File: config.mk
export PLATFORM = sky130hd
export DESIGN_NAME = fetch_stage
export DESIGN_NICKNAME = d
export VERILOG_FILES = /design/src/rtl/fetch_stage.sv
export SDC_FILE = /design/constraint.sdc
export NUM_CORES = 1
export LEC_CHECK = 0
export ABC_CLOCK_PERIOD_IN_PS = 2700
export CORE_MARGIN = 2
export CORE_UTILIZATION = 45
export DETAILED_ROUTE_END_ITERATION = 10
export PLACE_DENSITY = 0.92
export REMOVE_ABC_BUFFERS = 1
export SYNTH_ARGS = -nofsm -noshare
export SYNTH_HDL_FRONTEND = slang
export SYNTH_SLANG_ARGS = --single-unit
File: constraint.sdc
create_clock -name Clk -period 2.7 [get_ports Clk]
set_clock_uncertainty 0.15 [all_clocks]
set_input_delay 0.81 -clock Clk [delete_from_list [all_inputs] [get_ports Clk]]
set_output_delay 0.81 -clock Clk [all_outputs]
set_load 0.01 [all_outputs]
File: src/rtl/fetch_stage.sv
// IF stage of a 5-stage pipeline: PC register, IF/ID pipeline register, a
// RUN/STALL/REDIRECT tracking FSM and saturating stall/fetch statistics.
module fetch_stage (
  input  logic        Clk,
  input  logic        Reset,
  input  logic        PCWrite,
  input  logic        IFIDWrite,
  input  logic        PCSrc,
  input  logic [31:0] BranchTarget,
  input  logic        Flush,
  output logic [31:0] IMemAddr,
  input  logic [31:0] IMemData,
  output logic [31:0] PCF,
  output logic [31:0] InstructionD,
  output logic [31:0] PCPlus4D,
  output logic        ValidD,
  output logic [1:0]  FetchState,
  output logic [15:0] StallCount,
  output logic [15:0] FetchCount,
  output logic        StallTimeout
);

  typedef enum logic [1:0] {
    ST_RUN      = 2'b00,
    ST_STALL    = 2'b01,
    ST_REDIRECT = 2'b10
  } fetch_state_t;

  function automatic logic [15:0] sat_inc16(input logic [15:0] v);
    return (v == 16'hFFFF) ? v : v + 16'd1;
  endfunction

  function automatic logic [3:0] sat_inc4(input logic [3:0] v);
    return (v == 4'hF) ? v : v + 4'd1;
  endfunction

  fetch_state_t r_state;
  fetch_state_t w_state_next;
  logic [31:0]  r_pc;
  logic [31:0]  r_instr;
  logic [31:0]  r_pc_plus4;
  logic         r_valid;
  logic [15:0]  r_stall_cnt;
  logic [15:0]  r_fetch_cnt;
  logic [3:0]   r_consec;
  logic         r_timeout;

  logic [31:0]  w_pc_plus4;
  logic [31:0]  w_target;
  logic         w_stall;
  logic         w_squash;
  logic         w_load;
  logic [3:0]   w_consec_next;
  logic         w_unused_tgt;

  assign w_pc_plus4    = r_pc + 32'd4;
  assign w_target      = {BranchTarget[31:2], 2'b00};
  assign w_unused_tgt  = ^BranchTarget[1:0];
  assign w_stall       = ~PCWrite & ~PCSrc;
  // A redirect always squashes IF/ID, with or without Flush.
  assign w_squash      = Flush | PCSrc;
  assign w_load        = ~w_squash & IFIDWrite;
  assign w_consec_next = w_stall ? sat_inc4(r_consec) : 4'd0;

  // Next-state logic for the fetch tracking FSM.
  always_comb begin
    w_state_next = ST_RUN;
    case (r_state)
      ST_RUN, ST_REDIRECT: begin
        if (PCSrc)        w_state_next = ST_REDIRECT;
        else if (w_stall) w_state_next = ST_STALL;
        else              w_state_next = ST_RUN;
      end
      ST_STALL: begin
        if (PCSrc)        w_state_next = ST_REDIRECT;
        else if (PCWrite) w_state_next = ST_RUN;
        else              w_state_next = ST_STALL;
      end
      default: w_state_next = ST_RUN;
    endcase
  end

  // FSM state register.
  always_ff @(posedge Clk) begin
    if (Reset) r_state <= ST_RUN;
    else       r_state <= w_state_next;
  end

  // PC, IF/ID register and statistics counters.
  always_ff @(posedge Clk) begin
    if (Reset) begin
      r_pc        <= 32'd0;
      r_instr     <= 32'd0;
      r_pc_plus4  <= 32'd0;
      r_valid     <= 1'b0;
      r_stall_cnt <= 16'd0;
      r_fetch_cnt <= 16'd0;
      r_consec    <= 4'd0;
      r_timeout   <= 1'b0;
    end else begin
      if (PCSrc)        r_pc <= w_target;
      else if (PCWrite) r_pc <= w_pc_plus4;
      else              r_pc <= r_pc;

      if (w_squash) begin
        r_instr    <= 32'd0;
        r_pc_plus4 <= 32'd0;
        r_valid    <= 1'b0;
      end else if (IFIDWrite) begin
        r_instr    <= IMemData;
        r_pc_plus4 <= w_pc_plus4;
        r_valid    <= 1'b1;
      end else begin
        r_instr    <= r_instr;
        r_pc_plus4 <= r_pc_plus4;
        r_valid    <= r_valid;
      end

      r_stall_cnt <= w_stall ? sat_inc16(r_stall_cnt) : r_stall_cnt;
      r_fetch_cnt <= w_load ? sat_inc16(r_fetch_cnt) : r_fetch_cnt;
      r_consec    <= w_consec_next;
      // Sticky until reset once a run of 15 stalls has been seen.
      r_timeout   <= r_timeout | (w_consec_next == 4'd15);
    end
  end

  assign IMemAddr     = r_pc;
  assign PCF          = r_pc;
  assign InstructionD = r_instr;
  assign PCPlus4D     = r_pc_plus4;
  assign ValidD       = r_valid;
  assign FetchState   = r_state;
  assign StallCount   = r_stall_cnt;
  assign FetchCount   = r_fetch_cnt;
  assign StallTimeout = r_timeout;

endmodule
==> metrics.cfg, run 1 <==
[outcome]
status = finished, final reports clean

[synth]
ys_seq_elements = 132
syn_area_um2 = 6370
synth_top_area_frac = 0.415
synthCells = 729
synthTopCellsByCount = dfxtp_1 (132), nor2_1 (114), xor2_1 (44), mux2i_1 (39), buf_4 (37)
synth.most_common_cell = dfxtp_1
yosysTopAreaCell = dfxtp_1
synth.avg_cell_area_um2 = 8.74
synth-edff-count = 0
synth-main-ff-cell = dfxtp_1
synth.distinct_cells = 57
async_reset_ff_frac = 0
synthTopCellsByArea = dfxtp_1 (41%), nor2_1 (6.7%), mux2i_1 (6.1%)
yosysWarnings = 0
ys_seq_area_frac = 0.415

[setup_path]
cp.arrival_ns = 1.62
crit_path_max_fanout = 10
crit_family = buffers and inverters
r2r_cells = 6
crit_type = register to output port
cp.required_ns = 1.74
rr_startpoint = IMemAddr[3]
critical-path-max-stage-delay_ns = 0.63
path_cells = clkdlybuf4s50_1
worstReg2RegEnd = PCPlus4D[14]
critPathBufInv = 1
crit_path_start_kind = register
rrSetupSlack_ns = 0.37
end_kind = output port
crit_slowest_cell = clkdlybuf4s50_1

[cts]
clock_latency_ns = 0.42
postCtsSetupBuffers = 0
path_clk_slew_ns = 0.06
cts_max_level = 4
holdBufCountCts = 0
cts_tree = done
numCtsBuffers = 17
cts.sinks = 132
cts_buffer_depth = 2
cts-root-buf = clkbuf_16
cts-resized-gates = 0

[sta]
min_period_ns = 2.58
grt_setup_unrepaired = false
max_freq_mhz = 388
fin_hold_ws_ns = 0.317
maxSlewViolCount = 0
hold_viol_final = 0
setup_viol = 0
period_share = 0.955
finalSetupTns_ns = 0

[global_route]
antenna_found_initial = 0
grt_pass1_vias = 5612
grtUsageTotal = 0.237
grt_max_degree = 88
grt_pass1_wl_um = 27900
globalRouteOverflowTotal = 0

[place]
placed_cells = 1082
post-dp-hpwl_um = 12800
gp_congestion = 0.810
portBuffers = 225
dpl-instance-area_um2 = 8620

[cells_and_area]
regArea_um2 = 2640
nets = 995
drive_gt1_frac = 0.0804
fin_area_um2 = 9230
nFillCells = 1121
multiInputGateArea_um2 = 3260
syn2layout_area_growth_pct = 44.8
fin_cells = 1113
antenna_cells = 0

[die]
fp.dieH_um = 123
fp-row-count = 43
fp.coreArea_um2 = 13900
start_util = 0.459
dieArea_um2 = 15100
die_width_um = 123
io_pins = 234

[route]
drc = 0
first_pass_iters = 5
wl_per_cell_um = 16.5
first_iter_violations = 285
vias_per_cell = 5.30
via_count = 5897
routed_wl_um = 18300
drtAntennaViolNets = 0

[hold_path]
hp-class = register to register
hold_end = FetchState[0]
hold_path_depth = 1
hp-start = FetchState[1]

[job]
maxCapViolCount = 0

[pwr]
power_uw = 5040
power_density_nw_per_um2 = 546
peakVddDrop_mv = 0.358
leakagePower_uw = 0.00334

routing by layer:
layer | share of wire | GRT usage | up-vias | wire, um
li1 | - | - | 2890 | -
met1 | 0.40 | 0.274 | 2772 | 7370
met2 | 0.51 | 0.412 | 198 | 9340
met3 | 0.061 | 0.0623 | 37 | 1120
met4 | 0.026 | 0.104 | 0 | 479
met5 | 0 | 0 | - | 0
cell families (layout without fill, tap and decap cells):
family | Yosys count | after routing | synth area share
DFF | 132 | 132 | 0.415
buffers and inverters | 89 | 288 | 0.0775
and+or+nand+nor | 269 | 269 | 0.217
muxes | 39 | 39 | 0.0612
other | 1 | 6 | 0.000588
AOI/OAI and AO/OA | 118 | 118 | 0.116
adders and majority gates | 4 | 4 | 0.00785
xor gates and xnor gates | 77 | 77 | 0.106
where the power goes:
part / internal [uW] / switching [uW] / leakage, uW / total (uW)
clock network: 1540 / 845 / 0.000295 / 2390
logic: 324 / 238 / 0.00197 / 562
registers: 2000 / 86.4 / 0.00107 / 2090
layout by cell type, fill, tap and decap left out, types with 3 or more instances in the layout:
cell type and count:
o2111ai_1 3, dfxtp_1 131, inv_1 8, and4_1 8, nand3_1 27, mux2i_1 39
and2_1 4, nor4_1 6, xnor2_1 33, nor2_1 114, a211oi_1 26, nor3_2 3
buf_12 3, xor2_1 44, or3_1 7, a311oi_1 5, a21oi_1 35, nand4_1 18
nor3_1 17, clkbuf_16 17, ha_1 4, clkbuf_8 4, o211ai_1 3, clkdlybuf4s50_1 223
and3_1 14, o21ai_0 30, nand2_1 31, bufinv_16 3, o21ai_1 3, conb_1 6
buf_4 21
flip-flops by register name (all words and copies together), names as in the netlist, 2 cells and up:
| register | cells |
|---|---|
| FetchCount | 16 |
| FetchState | 2 |
| IMemAddr | 30 |
| InstructionD | 32 |
| PCPlus4D | 30 |
| StallCount | 16 |
| r_consec | 4 |
how the worst max path moves through the flow:
stage,from,endpoint,slack [ns],depth (start not counted)
after floorplan,PCSrc,PCPlus4D[10],0.49,3
after global placement,PCWrite,IMemAddr[20],-0.03,8
after detailed placement,PCWrite,IMemAddr[20],-0.08,8
after CTS,IMemAddr[4],IMemAddr[4],0.007,1
after global routing,IMemAddr[5],PCF[5],0.05,1
final,IMemAddr[5],PCF[5],0.12,1
final cells by class:
| cell class | count | share of cell area |
|---|---|---|
| repair buffers | 248 | 0.266 |
| inverters | 9 | 0.00366 |
| flip-flops and latches | 132 | 0.286 |
| clock buffers | 23 | 0.0529 |
| well taps | 180 | 0.0244 |
| clock inverters | 8 | 0.0134 |
| multi-input cells | 513 | 0.353 |
per-stage QoR:
step           utilization  setup slack [ns]
6_report             0.665             0.121
3_3_place_gp         0.621           -0.0324
3_5_place_dp         0.621           -0.0816
5_1_grt              0.665            0.0510
2_1_floorplan            -             0.486
4_1_cts              0.665           0.00710
Power figures use the tool's default switching activity.
==> run 2, diff against run 1 <==
--- a/config.mk
+++ b/config.mk
@@ -6,10 +6,12 @@
 export NUM_CORES = 1
 export LEC_CHECK = 0
 export ABC_CLOCK_PERIOD_IN_PS = 2700
+export CELL_PAD_IN_SITES_DETAIL_PLACEMENT = 1
+export CELL_PAD_IN_SITES_GLOBAL_PLACEMENT = 1
 export CORE_MARGIN = 2
-export CORE_UTILIZATION = 45
+export CORE_UTILIZATION = 33
 export DETAILED_ROUTE_END_ITERATION = 10
-export PLACE_DENSITY = 0.92
+export PLACE_DENSITY = 0.93
 export REMOVE_ABC_BUFFERS = 1
 export SYNTH_ARGS = -nofsm -noshare
 export SYNTH_HDL_FRONTEND = slang
==> run 2 against run 1 <==
Against the previous run: first-iteration DRC count fell by 25%; clock power fell by 4%; maximum frequency fell by 1.4%; cell count rose by 7.4%; largest cell class unchanged; via count rose by 2.4%; global-route usage fell by 2.9 points; critical path type unchanged; critical path depth did not move.
==> metrics.cfg, run 2 (synthesis results as in run 1) <==
[outcome]
status = finished, final reports clean

[global_route]
globalRouteOverflowTotal = 0
grt_pass1_vias = 6350
grt_use_met2 = 0.370
busiest_layer = met2
grtUsageMet3 = 0.0540
met1_usage = 0.235
grtUsageTotal = 0.208
antenna_found_initial = 2
grt_pass1_wl_um = 33500
grt_max_degree = 92

[setup_path]
rr_startpoint = IMemAddr[5]
path_cells = clkdlybuf4s50_1
critPathBufInv = 1
cp.arrival_ns = 1.66
crit_path_start_kind = register
critical-path-max-stage-delay_ns = 0.64
worstReg2RegEnd = IMemAddr[31]
r2r_cells = 5
crit_family = buffers and inverters
crit_type = register to output port
crit_slowest_cell = clkdlybuf4s50_1
cp.depth = 1
end_kind = output port
rrSetupSlack_ns = 0.40
cp.required_ns = 1.74
crit_path_max_fanout = 12

[pwr]
power_density_nw_per_um2 = 534
leakagePower_uw = 0.00334
peakVddDrop_mv = 0.413
power_uw = 4970

[cells_and_area]
fin_util = 0.495
drive_gt1_frac = 0.0834
layout.cells.most_common_list = clkdlybuf4s50_1 (223), dfxtp_1 (132), nor2_1 (114)
final_common_cell = clkdlybuf4s50_1
nets = 996
fin_cells = 1195
syn2layout_area_growth_pct = 46.2
nFillCells = 2156
largest_reg_flops = 32
antenna_cells = 0

[place]
placed_cells = 1163
post-dp-hpwl_um = 15700
portBuffers = 225
gp_congestion = 0.816

[die]
start_util = 0.338
dieArea_um2 = 20400
fp.dieH_um = 143
fp.coreArea_um2 = 18800
fp-row-count = 50
die_width_um = 143
io_pins = 234

[cts]
cts.sinks = 132
cts_max_level = 4
cts_buffer_depth = 2
cts-root-buf = clkbuf_16
cts_tree = done
holdBufCountCts = 0
postCtsSetupBuffers = 0
clock_latency_ns = 0.42
numCtsBuffers = 17
path_clk_slew_ns = 0.06
cts-resized-gates = 0

[route]
drtAntennaViolNets = 0
wl_per_cell_um = 17.9
vias_per_cell = 5.05
first_iter_violations = 215
via_count = 6038
drc = 0
routed_wl_um = 21400
first_pass_iters = 4

[sta]
min_period_ns = 2.62
max_freq_mhz = 382
maxSlewViolCount = 0
grt_setup_unrepaired = false
hold_viol_final = 0
setup_viol = 0
period_share = 0.969

[job]
maxCapViolCount = 0

[hold_path]
hold_path_depth = 1
hp-start = StallTimeout
hold_end = StallTimeout
hp-class = register to register

## run 2: cell types whose count changed in the layout (fill, tap and decap cells not counted), moves of 2 or more
| cell | change |
|---|---|
| inv_6 | +2 |
| clkinv_4 | +5 |
| clkinv_2 | +2 |
| clkbuf_1 | -2 |
| clkbuf_8 | -4 |
## run 2: worst max-delay path by stage
stage / slack, ns / startpoint / endpoint
5_1_grt: 0.02 / IMemAddr[4] / IMemAddr[4]
3_3_place_gp: -0.08 / PCWrite / IMemAddr[20]
2_1_floorplan: 0.49 / PCSrc / PCPlus4D[10]
4_1_cts: 0.05 / IMemAddr[4] / IMemAddr[4]
3_5_place_dp: -0.19 / PCWrite / IMemAddr[24]
6_report: 0.08 / IMemAddr[4] / IMemAddr[4]
## run 2: metrics by stage
step	TNS, ns	worst slack, ns	hold WS (ns)	area, um^2
2_1_floorplan	0	0.486	0.326	5930
3_3_place_gp	-0.436	-0.0786	0.296	8740
3_5_place_dp	-2.05	-0.190	0.316	8740
4_1_cts	0	0.0508	0.331	9320
5_1_grt	0	0.0202	0.357	9320
6_report	0	0.0836	0.325	9320
## run 2: final cells by class
type | count | area, um^2 | area share
well taps | 260 | 325 | 0.0349
inverters | 9 | 33.8 | 0.00362
multi-input cells | 513 | 3260 | 0.350
clock buffers | 17 | 425 | 0.0456
repair buffers | 249 | 2470 | 0.266
clock inverters | 15 | 158 | 0.0169
flip-flops and latches | 132 | 2640 | 0.284
## run 2: per-layer routing
metal	wire [um]	vias to the layer above
met5	13	-
met4	663	2
met3	1040	44
met2	11000	155
met1	8710	2938
li1	-	2899
## run 2: where the power goes
| part | leakage [uW] | internal, uW | switching [uW] |
|---|---|---|---|
| Clock | 0.000287 | 1370 | 934 |
| Combinational | 0.00198 | 326 | 256 |
| Sequential | 0.00107 | 2000 | 87.8 |
| Total | 0.00334 | 3700 | 1280 |
==> run 3, diff against run 2 <==
--- a/config.mk
+++ b/config.mk
@@ -9,9 +9,10 @@
 export CELL_PAD_IN_SITES_DETAIL_PLACEMENT = 1
 export CELL_PAD_IN_SITES_GLOBAL_PLACEMENT = 1
 export CORE_MARGIN = 2
-export CORE_UTILIZATION = 33
+export CORE_UTILIZATION = 46
 export DETAILED_ROUTE_END_ITERATION = 10
-export PLACE_DENSITY = 0.93
+export DONT_BUFFER_PORTS = 1
+export PLACE_DENSITY = 0.9
 export REMOVE_ABC_BUFFERS = 1
 export SYNTH_ARGS = -nofsm -noshare
 export SYNTH_HDL_FRONTEND = slang
==> run 3 against run 2 <==
Against the previous run: die area down 28%; total power down 3.6%; worst hold slack worse by 0.020 ns; critical path depth up 5; via count down 14%; critical endpoint is now IMemAddr[24]; largest cell class unchanged; largest power group unchanged; highest routed layer is now met4.
==> metrics.cfg, run 3 (synthesis results as in run 1) <==
[setup_path]
rrSetupSlack_ns = 0.27
cp.arrival_ns = 2.58
crit_slowest_cell = nor3_2
end_kind = register
r2r_cells = 6
rr_startpoint = IMemAddr[2]
crit_path_frequent_cell = nand3_1
crit_family = simple AND/OR/NAND/NOR gates
critPathBufInv = 0
worstReg2RegEnd = IMemAddr[24]
path_cells = ha_1 -> nand3_1 -> nor3_2 -> nand3_1 -> xor2_1 -> a211oi_1
crit_path_max_fanout = 7
crit_type = register to register
critical-path-max-stage-delay_ns = 0.54
cp.required_ns = 2.85
crit_path_start_kind = register

[sta]
worst_pin_slew_ns = 0.896
maxSlewViolCount = 0
slew_headroom = 0.403
finalWorstSetupSlack_ns = 0.269
period_share = 0.901
min_period_ns = 2.43
setup_viol = 0
max_freq_mhz = 411
grt_setup_unrepaired = false
hold_viol_final = 0
finalSetupTns_ns = 0

[global_route]
grt_pass1_vias = 5461
grt_max_degree = 94
grtUsageTotal = 0.237
globalRouteOverflowTotal = 0
antenna_found_initial = 0
grt_pass1_wl_um = 27700

[cts]
cts.sinks = 132
cts_tree = done
clock_latency_ns = 0.42
postCtsSetupBuffers = 0
cts_max_level = 4
numCtsBuffers = 17
holdBufCountCts = 0
cts-root-buf = clkbuf_16
cts-resized-gates = 0
path_clk_slew_ns = 0.06
cts_buffer_depth = 2

[cells_and_area]
antenna_cells = 0
drive_gt1_frac = 0.103
largest_reg_flops = 32
syn2layout_area_growth_pct = 9.32
layout.cells.most_common_list = dfxtp_1 (132), nor2_1 (114), xor2_1 (44)
fin_util = 0.508
final_common_cell = dfxtp_1
nets = 770
fin_cells = 888

[route]
drc = 0
via_count = 5173
routed_wl_um = 17900
vias_per_cell = 5.83
drtAntennaViolNets = 0
first_iter_violations = 180
first_pass_iters = 5
wl_per_cell_um = 20.1

[pwr]
power_density_nw_per_um2 = 688
leakagePower_uw = 0.00252
peakVddDrop_mv = 0.389

[hold_path]
hp-start = Reset
hp-class = primary input to register
hold_path_depth = 1
hold_end = FetchCount[7]

[die]
fp-row-count = 43
dieArea_um2 = 14800
die_width_um = 122
start_util = 0.465
io_pins = 234
fp.dieH_um = 122
fp.coreArea_um2 = 13700

[place]
portBuffers = 0
gp_congestion = 0.831
placed_cells = 857
dp_slack_ns = 0.200
post-dp-hpwl_um = 12400

[job]
maxCapViolCount = 0

[outcome]
status = finished, final reports clean

-- run 3: metrics by stage --
step           hold WS, ns  power (uW)  cell area, um^2
6_report             0.305        4790             6970
5_1_grt              0.295        4950             6970
4_1_cts              0.298        4820             6970
3_5_place_dp         0.379        2410             6350
3_3_place_gp         0.340        2390             6350
2_1_floorplan        0.326        2310             5930
-- run 3: final cells by class --
class                           instances  area [um^2]
Tap cell                              180          225
Fill cell                            1612         6750
Timing Repair Buffer                   23          185
Clock buffer                           23          498
Clock inverter                          8          123
Sequential cell                       132         2640
Inverter                                9         33.8
Multi-Input combinational cell        513         3260
-- run 3: metal layers --
layer / up-vias / GRT usage / wire (um)
li1: 2438 / - / -
met1: 2546 / 0.261 / 7160
met2: 159 / 0.411 / 8950
met3: 30 / 0.0852 / 1340
met4: 0 / 0.101 / 430
met5: - / 0 / 0
-- run 3: worst max-delay path by stage --
stage,from,slack (ns),cells after the start,endpoint
3_3_place_gp,PCWrite,0.38,5,IMemAddr[20]
4_1_cts,IMemAddr[2],0.29,6,IMemAddr[24]
5_1_grt,IMemAddr[2],0.14,6,IMemAddr[24]
2_1_floorplan,PCSrc,0.49,3,PCPlus4D[10]
3_5_place_dp,PCWrite,0.20,5,IMemAddr[24]
6_report,IMemAddr[2],0.27,6,IMemAddr[24]
-- run 3: power by group --
part / switching [uW] / internal [uW]
clock: 854 / 1570
combinational: 157 / 119
sequential: 90.2 / 2000
-- run 3: worst register-to-register path, cell delays in order, from the launching register on --
cell and delay (ns):
dfxtp_1 0.34, ha_1 0.31, nand3_1 0.26, nor3_2 0.54, nand3_1 0.19, xor2_1 0.18
a211oi_1 0.35
